File: src/rtl/load_store_unit_if.sv
//--------------------------------------------------------------------------
// Module      : load_store_unit_if
// Description : Single-outstanding req/ack data-memory bus between the
//               load/store unit (master) and data memory (slave).
// Revision    : 1.0 - initial release
//--------------------------------------------------------------------------
`default_nettype none

interface lsu_mem_if;
  logic        memReq;
  logic        memWe;
  logic [31:0] memAddr;
  logic [3:0]  memBe;
  logic [31:0] memWdata;
  logic [31:0] memRdata;
  logic        memAck;

  modport master (
    output memReq, memWe, memAddr, memBe, memWdata,
    input  memRdata, memAck
  );

  modport slave (
    input  memReq, memWe, memAddr, memBe, memWdata,
    output memRdata, memAck
  );
endinterface

`default_nettype wire

File: src/rtl/load_store_unit.sv
//--------------------------------------------------------------------------
// Module      : load_store_unit
// Description : Byte/half/word load-store stage on a req/ack memory bus with
//               sign/zero load extension and misalignment detection.
//               Optional watchdog enabled by macro LSU_TIMEOUT_EN.
// Revision    : 1.0 - initial release
//--------------------------------------------------------------------------
`default_nettype none

module load_store_unit #(
  parameter int unsigned TIMEOUT = 255
) (
  input  wire logic        clk,
  input  wire logic        rst,
  input  wire logic        start,
  input  wire logic        memWrite,
  input  wire logic [1:0]  memSize,
  input  wire logic        memSigned,
  input  wire logic [31:0] aluOut,
  input  wire logic [31:0] storeData,
  output logic             busy,
  output logic             done,
  output logic [31:0]      loadData,
  output logic             addrErr,
  output logic             busErr,
  lsu_mem_if.master        mem
);

  typedef enum logic [1:0] {
    S_IDLE = 2'd0,
    S_REQ  = 2'd1,
    S_DONE = 2'd2
  } state_t;

  state_t      state_q, state_d;
  logic [1:0]  addr_lo_q, addr_lo_d;
  logic [1:0]  size_q, size_d;
  logic        signed_q, signed_d;
  logic        busy_q, busy_d;
  logic        done_q, done_d;
  logic        addr_err_q, addr_err_d;
  logic        bus_err_q, bus_err_d;
  logic        mem_req_q, mem_req_d;
  logic        mem_we_q, mem_we_d;
  logic [31:0] mem_addr_q, mem_addr_d;
  logic [3:0]  mem_be_q, mem_be_d;
  logic [31:0] mem_wdata_q, mem_wdata_d;
  logic [31:0] load_data_q, load_data_d;

  logic        misaligned;
  logic [3:0]  be_new;
  logic [31:0] wdata_new;
  logic [7:0]  byte_lane;
  logic [15:0] half_lane;
  logic [31:0] load_ext;

`ifdef LSU_TIMEOUT_EN
  localparam int unsigned CNT_W = ($clog2(TIMEOUT + 1) > 8) ? $clog2(TIMEOUT + 1) : 8;
  logic [CNT_W-1:0] cnt_q, cnt_d;
  logic             expired;
  assign expired = (cnt_q == CNT_W'(TIMEOUT - 1));
`endif

  // Request decode; size 2'b11 behaves as a word.
  always_comb begin
    misaligned = ((memSize == 2'b01) && aluOut[0]) ||
                 (memSize[1] && (aluOut[1:0] != 2'b00));
    case (memSize)
      2'b00:   be_new = 4'b0001 << aluOut[1:0];
      2'b01:   be_new = aluOut[1] ? 4'b1100 : 4'b0011;
      default: be_new = 4'b1111;
    endcase
    case (memSize)
      2'b00:   wdata_new = {4{storeData[7:0]}};
      2'b01:   wdata_new = {2{storeData[15:0]}};
      default: wdata_new = storeData;
    endcase
  end

  always_comb begin
    byte_lane = mem.memRdata[{addr_lo_q, 3'b000} +: 8];
    half_lane = addr_lo_q[1] ? mem.memRdata[31:16] : mem.memRdata[15:0];
    case (size_q)
      2'b00:   load_ext = {{24{signed_q & byte_lane[7]}}, byte_lane};
      2'b01:   load_ext = {{16{signed_q & half_lane[15]}}, half_lane};
      default: load_ext = mem.memRdata;
    endcase
  end

  always_comb begin
    state_d     = state_q;
    addr_lo_d   = addr_lo_q;
    size_d      = size_q;
    signed_d    = signed_q;
    busy_d      = busy_q;
    done_d      = 1'b0;
    addr_err_d  = addr_err_q;
    bus_err_d   = bus_err_q;
    mem_req_d   = mem_req_q;
    mem_we_d    = mem_we_q;
    mem_addr_d  = mem_addr_q;
    mem_be_d    = mem_be_q;
    mem_wdata_d = mem_wdata_q;
    load_data_d = load_data_q;
`ifdef LSU_TIMEOUT_EN
    cnt_d       = (state_q == S_REQ) ? cnt_q + 1'b1 : '0;
`endif
    case (state_q)
      S_IDLE: begin
        if (start) begin
          busy_d     = 1'b1;
          addr_err_d = misaligned;
          bus_err_d  = 1'b0;
          if (misaligned) begin
            // Rejected without touching the bus.
            state_d     = S_DONE;
            done_d      = 1'b1;
            load_data_d = '0;
          end else begin
            state_d     = S_REQ;
            mem_req_d   = 1'b1;
            mem_we_d    = memWrite;
            mem_addr_d  = {aluOut[31:2], 2'b00};
            mem_be_d    = be_new;
            mem_wdata_d = wdata_new;
            addr_lo_d   = aluOut[1:0];
            size_d      = memSize;
            signed_d    = memSigned;
          end
        end
      end
      S_REQ: begin
        if (mem.memAck) begin
          state_d   = S_DONE;
          done_d    = 1'b1;
          mem_req_d = 1'b0;
          if (!mem_we_q) load_data_d = load_ext;
        end
`ifdef LSU_TIMEOUT_EN
        else if (expired) begin
          state_d     = S_DONE;
          done_d      = 1'b1;
          mem_req_d   = 1'b0;
          bus_err_d   = 1'b1;
          load_data_d = '0;
        end
`endif
      end
      S_DONE: begin
        state_d = S_IDLE;
        busy_d  = 1'b0;
      end
      default: begin
        state_d   = S_IDLE;
        busy_d    = 1'b0;
        mem_req_d = 1'b0;
      end
    endcase
  end

  always_ff @(posedge clk) begin
    if (rst) begin
      state_q     <= S_IDLE;
      addr_lo_q   <= '0;
      size_q      <= '0;
      signed_q    <= 1'b0;
      busy_q      <= 1'b0;
      done_q      <= 1'b0;
      addr_err_q  <= 1'b0;
      bus_err_q   <= 1'b0;
      mem_req_q   <= 1'b0;
      mem_we_q    <= 1'b0;
      mem_addr_q  <= '0;
      mem_be_q    <= '0;
      mem_wdata_q <= '0;
      load_data_q <= '0;
`ifdef LSU_TIMEOUT_EN
      cnt_q       <= '0;
`endif
    end else begin
      state_q     <= state_d;
      addr_lo_q   <= addr_lo_d;
      size_q      <= size_d;
      signed_q    <= signed_d;
      busy_q      <= busy_d;
      done_q      <= done_d;
      addr_err_q  <= addr_err_d;
      bus_err_q   <= bus_err_d;
      mem_req_q   <= mem_req_d;
      mem_we_q    <= mem_we_d;
      mem_addr_q  <= mem_addr_d;
      mem_be_q    <= mem_be_d;
      mem_wdata_q <= mem_wdata_d;
      load_data_q <= load_data_d;
`ifdef LSU_TIMEOUT_EN
      cnt_q       <= cnt_d;
`endif
    end
  end

  assign busy         = busy_q;
  assign done         = done_q;
  assign loadData     = load_data_q;
  assign addrErr      = addr_err_q;
  assign busErr       = bus_err_q;
  assign mem.memReq   = mem_req_q;
  assign mem.memWe    = mem_we_q;
  assign mem.memAddr  = mem_addr_q;
  assign mem.memBe    = mem_be_q;
  assign mem.memWdata = mem_wdata_q;

endmodule

`default_nettype wire
File: src/flat_wrapper.sv
// flat-port wrapper written by rule: the top's interface ports become plain ports
module load_store_unit_flat 
#(
  parameter int unsigned TIMEOUT = 255
)
  (clk, rst, start, memWrite, memSize, memSigned, aluOut, storeData, busy, done, loadData, addrErr, busErr, mem_memReq, mem_memWe, mem_memAddr, mem_memBe, mem_memWdata, mem_memRdata, mem_memAck);
  lsu_mem_if mem_i ();
  input  wire logic clk;
  input  wire logic rst;
  input  wire logic start;
  input  wire logic memWrite;
  input  wire logic [1:0] memSize;
  input  wire logic memSigned;
  input  wire logic [31:0] aluOut;
  input  wire logic [31:0] storeData;
  output logic busy;
  output logic done;
  output logic [31:0] loadData;
  output logic addrErr;
  output logic busErr;
  output wire logic [$bits(mem_i.memReq)-1:0] mem_memReq;
  output wire logic [$bits(mem_i.memWe)-1:0] mem_memWe;
  output wire logic [$bits(mem_i.memAddr)-1:0] mem_memAddr;
  output wire logic [$bits(mem_i.memBe)-1:0] mem_memBe;
  output wire logic [$bits(mem_i.memWdata)-1:0] mem_memWdata;
  input wire logic [$bits(mem_i.memRdata)-1:0] mem_memRdata;
  input wire logic [$bits(mem_i.memAck)-1:0] mem_memAck;
  assign mem_memReq = mem_i.memReq;
  assign mem_memWe = mem_i.memWe;
  assign mem_memAddr = mem_i.memAddr;
  assign mem_memBe = mem_i.memBe;
  assign mem_memWdata = mem_i.memWdata;
  assign mem_i.memRdata = mem_memRdata;
  assign mem_i.memAck = mem_memAck;
  load_store_unit #(.TIMEOUT(TIMEOUT)) u_core (.clk(clk), .rst(rst), .start(start), .memWrite(memWrite), .memSize(memSize), .memSigned(memSigned), .aluOut(aluOut), .storeData(storeData), .busy(busy), .done(done), .loadData(loadData), .addrErr(addrErr), .busErr(busErr), .mem(mem_i));
endmodule
File: config.mk
export PLATFORM = sky130hd
export DESIGN_NAME = load_store_unit_flat
export DESIGN_NICKNAME = d
export VERILOG_FILES = /design/src/rtl/load_store_unit_if.sv /design/src/rtl/load_store_unit.sv /design/src/flat_wrapper.sv
export SDC_FILE = /design/constraint.sdc
export NUM_CORES = 1
export LEC_CHECK = 0
export ABC_AREA = 1
export BUFFER_PORTS_ARGS = -buffer_cell sky130_fd_sc_hd__buf_4
export CAP_MARGIN = 5
export CORE_MARGIN = 5
export CORE_UTILIZATION = 52
export CTS_CLUSTER_SIZE = 8
export DETAILED_ROUTE_END_ITERATION = 10
export PLACE_DENSITY_LB_ADDON = 0.05
export SYNTH_ARGS = -nofsm -noshare
export SYNTH_HDL_FRONTEND = slang
export SYNTH_SLANG_ARGS = --single-unit
File: constraint.sdc
create_clock -name clk -period 2.39 [get_ports clk]
set_clock_uncertainty 0.15 [all_clocks]
set_input_delay 0.1195 -clock clk [delete_from_list [all_inputs] [get_ports clk]]
set_output_delay 0.1195 -clock clk [all_outputs]
set_load 0.05 [all_outputs]
==> flow_summary.ini <==
[outcome]
outcome = completed

[route]
drt-pass1-iter-count = 6
antenna_left = 0
wl_per_cell_um = 16.40
drt_iter0_drc = 457
via_count = 6033
wl_um = 18480
drcViolationCount = 0
via_per_inst = 5.353

[die]
io_pins = 210
chipHeight_um = 107.3
dieArea_mm2 = 0.01151
initial_core_util = 0.5328
core_area_mm2 = 0.009240
dieWidth_um = 107.3
row_count = 35

[critical_path]
setup.worst_path.end = u_core.mem.memWdata[20]$_SDFFE_PP0P_
crit_arrival_ps = 2480
crit_type = input pin to register
slowest_delay_ps = 570
endpoint_kind = register
path_delay_family = buffers and inverters
worst_setup_path_start_kind = input pin
crit_path_start = aluOut[1]
reg2reg_to = u_core.mem.memWdata[20]$_SDFFE_PP0P_
slowest_stage = dlygate4sd3_1
r2r_setup_slack_ps = 100
crit_buf_inv = 5
crit_required_ps = 2520
path_cells = dlygate4sd3_1 > buf_4 > nand2_1 > nand2_1 > o21ai_2 > nand2_2 > nor2_4 > inv_4 > buf_12 > a21oi_1 > a21oi_1 > dlygate4sd3_1
rr_startpoint = u_core.state_q[1]$_SDFFE_PP0P_
crit_cells = 12
cp_max_fo = 17
r2r_cells = 8

[sta]
fmax_ghz = 0.4246
slew_headroom = 0.5253
tightest_slew_ps = 709.4
drv_slew = 0
hold_violations = 0
period_share = 0.9855
setup_viol = 0
period_needed_ps = 2355

[clock_network]
root_buffer = clkbuf_8
h-tree-depth = 3
cts_max_path_buffers = 2
clk_pin_slew_ps = 110
cts_tree = built
cts_buffers = 9
insertion_delay_ps = 380
cts_num_sinks = 110

[cells_and_area]
layout-drive-gt1-share = 0.2786
antennaDiodeCount = 0
fin_area_mm2 = 0.007839
instances_no_fill = 1127
layout.nets = 1097
synthToLayoutAreaGrowth_pct = 59.21
n_fill_cell = 544

[grt]
grt_pass1_wl_um = 27840
grt_start_max_net_pins = 75
antenna_found_initial = 0
grt_pass1_vias = 5885
grt_usage = 0.2992
overflow = 0

[logic_synthesis]
synthMostInstantiatedCell = nand2_1
synth_top_area_frac = 0.4473
ys_types = 30
synthTopCellsByArea = dfxtp_1, nand2_1, nor2_1
synth_top_area_cell = dfxtp_1
syn_avg_cell_area_um2 = 6.994
ys.warnings.count = 0
syn_area_mm2 = 0.004923
synth_edf_count = 0
async_flop_share = 0
synthFlopType = dfxtp_1
seq_area_frac_synth = 0.4473
ys_ff_latch = 110
syn_inst = 704
synthTopCellsByCount = nand2_1, nor2_1, dfxtp_1, o21ai_0, a21oi_1

[min_path]
min_path_type = input pin to register

[placed_design]
placed_area_mm2 = 0.006485
place_congestion = 0.8922
io_buffer_count = 206
dpl.hpwl_um = 10900
dp_cells = 1005

[job]
max_cap_violations = 0

[pwr]
leakagePower_uw = 0.003733
seqPwrFrac = 0.422
cellPowerDensity_mw_per_mm2 = 613.2
clkPwrFrac = 0.271
p_comb_frac = 0.307
power.switching_uw = 1670
switching_share = 0.3474
peakVddDrop_uv = 406.5
p_int_uw = 3137
[power groups by stage]
stage | Clock (uW) | Sequential (uW) | Combinational (uW)
5_1_grt | 1380 | 2040 | 1560
2_1_floorplan | 0 | 2440 | 445
4_1_cts | 1310 | 2020 | 1380
6_report | 1300 | 2030 | 1480
3_3_place_gp | 0 | 2060 | 1230
3_5_place_dp | 0 | 2060 | 1250
[state kept, by name, summed over array words and instances, names as in the netlist]
name                 count
u_core.loadData         32
u_core.mem.memWdata     32
u_core.mem.memAddr      30
u_core.mem.memBe         4
u_core.addr_lo_q         2
u_core.size_q            2
u_core.state_q           2
u_core.addrErr           1
u_core.busy              1
u_core.done              1
u_core.mem.memReq        1
u_core.mem.memWe         1
u_core.signed_q          1
[through the flow]
stage	hold slack [ps]	setup TNS (ps)	worst slack, ps	total power [uW]	util
final	4.084	0	34.66	4807	0.8483
after global placement	190.5	0	631.3	3285	0.7018
after global routing	7.115	-71.07	-45.66	4990	0.8483
after floorplan	104.4	0	677.3	2881	-
after detailed placement	196.8	0	563.7	3307	0.7018
after CTS	0.7683	0	18.59	4713	0.8318
[cells by family after synthesis]
group	after synthesis	share of synthesized area
AO/OA/AOI/OAI	167	0.1847
buffers and inverters	76	0.07293
flip-flops	110	0.4473
other	1	0.0007617
AND/OR/NAND/NOR	350	0.2943
[cell type report]
| cell class | instances | area [um2] | share of cell area |
|---|---|---|---|
| Multi-Input combinational cell | 520 | 2387 | 0.3045 |
| Timing Repair Buffer | 322 | 2738 | 0.3492 |
| Inverter | 30 | 120.1 | 0.01532 |
| Clock inverter | 5 | 88.84 | 0.01133 |
| Tap cell | 129 | 161.4 | 0.02059 |
| Clock buffer | 11 | 141.4 | 0.01804 |
| Sequential cell | 110 | 2202 | 0.2809 |
[tightest hold or removal path, delay by kind of cell]
| kind | cells | cell delay [ps] |
|---|---|---|
| AO/OA/AOI/OAI | 1 | 50 |
| buffers and inverters | 1 | 120 |
| AND/OR/NAND/NOR | 3 | 210 |
[layer usage]
metal,GRT usage,up-vias,routed length [um]
met5,0,-,0
met4,0.1635,0,849
met3,0.07738,78,1705
met2,0.4960,350,8926
met1,0.3521,2759,6996
li1,-,2846,-
[how the worst min path moves through the flow]
stage / depth (start not counted) / to / slack [ps] / start
3_5_place_dp: 3 / u_core.mem.memAddr[29]$_SDFFE_PP0P_ / 200 / aluOut[29]
2_1_floorplan: 2 / u_core.mem.memAddr[31]$_SDFFE_PP0P_ / 100 / aluOut[31]
4_1_cts: 5 / u_core.loadData[29]$_SDFFE_PP0P_ / 0.8 / mem_memRdata[29]
6_report: 5 / u_core.loadData[20]$_SDFFE_PP0P_ / 4 / mem_memRdata[20]
3_3_place_gp: 3 / u_core.mem.memAddr[22]$_SDFFE_PP0P_ / 190 / aluOut[22]
5_1_grt: 5 / u_core.loadData[28]$_SDFFE_PP0P_ / 7 / mem_memRdata[28]
[cell usage in the layout, fill, tap and decap left out, types with 2 or more instances in the layout]
cell           Yosys  final
nand4_1            2      2
dfxtp_1          110    110
clkbuf_8           0     10
nor2_1           118    118
o21ai_0           78     78
conb_1             1      3
bufinv_16          0      2
nor2_2             2      2
buf_4              3    220
a21oi_2           10     14
nand2_4            2      2
o211ai_1           3      3
clkbuf_16          0      3
dlygate4sd3_1      0     97
nand3_1           30     30
a21oi_1           69     65
buf_12             1      2
nand2_1          179    178
inv_1             26     26
clkinv_4           1      2
nor4_1             2      2
o211a_1            4      4
a211oi_1           2      2
nand2_2           12     13
[what timing repair did]
action | CTS | global route
hold endpoints to repair | 85 | 0
setup buffers | 0 | 6
hold buffers | 97 | 0
endpoints found under the setup margin | 0 | 8
resized for setup | 0 | 9
(Power assumes the default switching activity.)
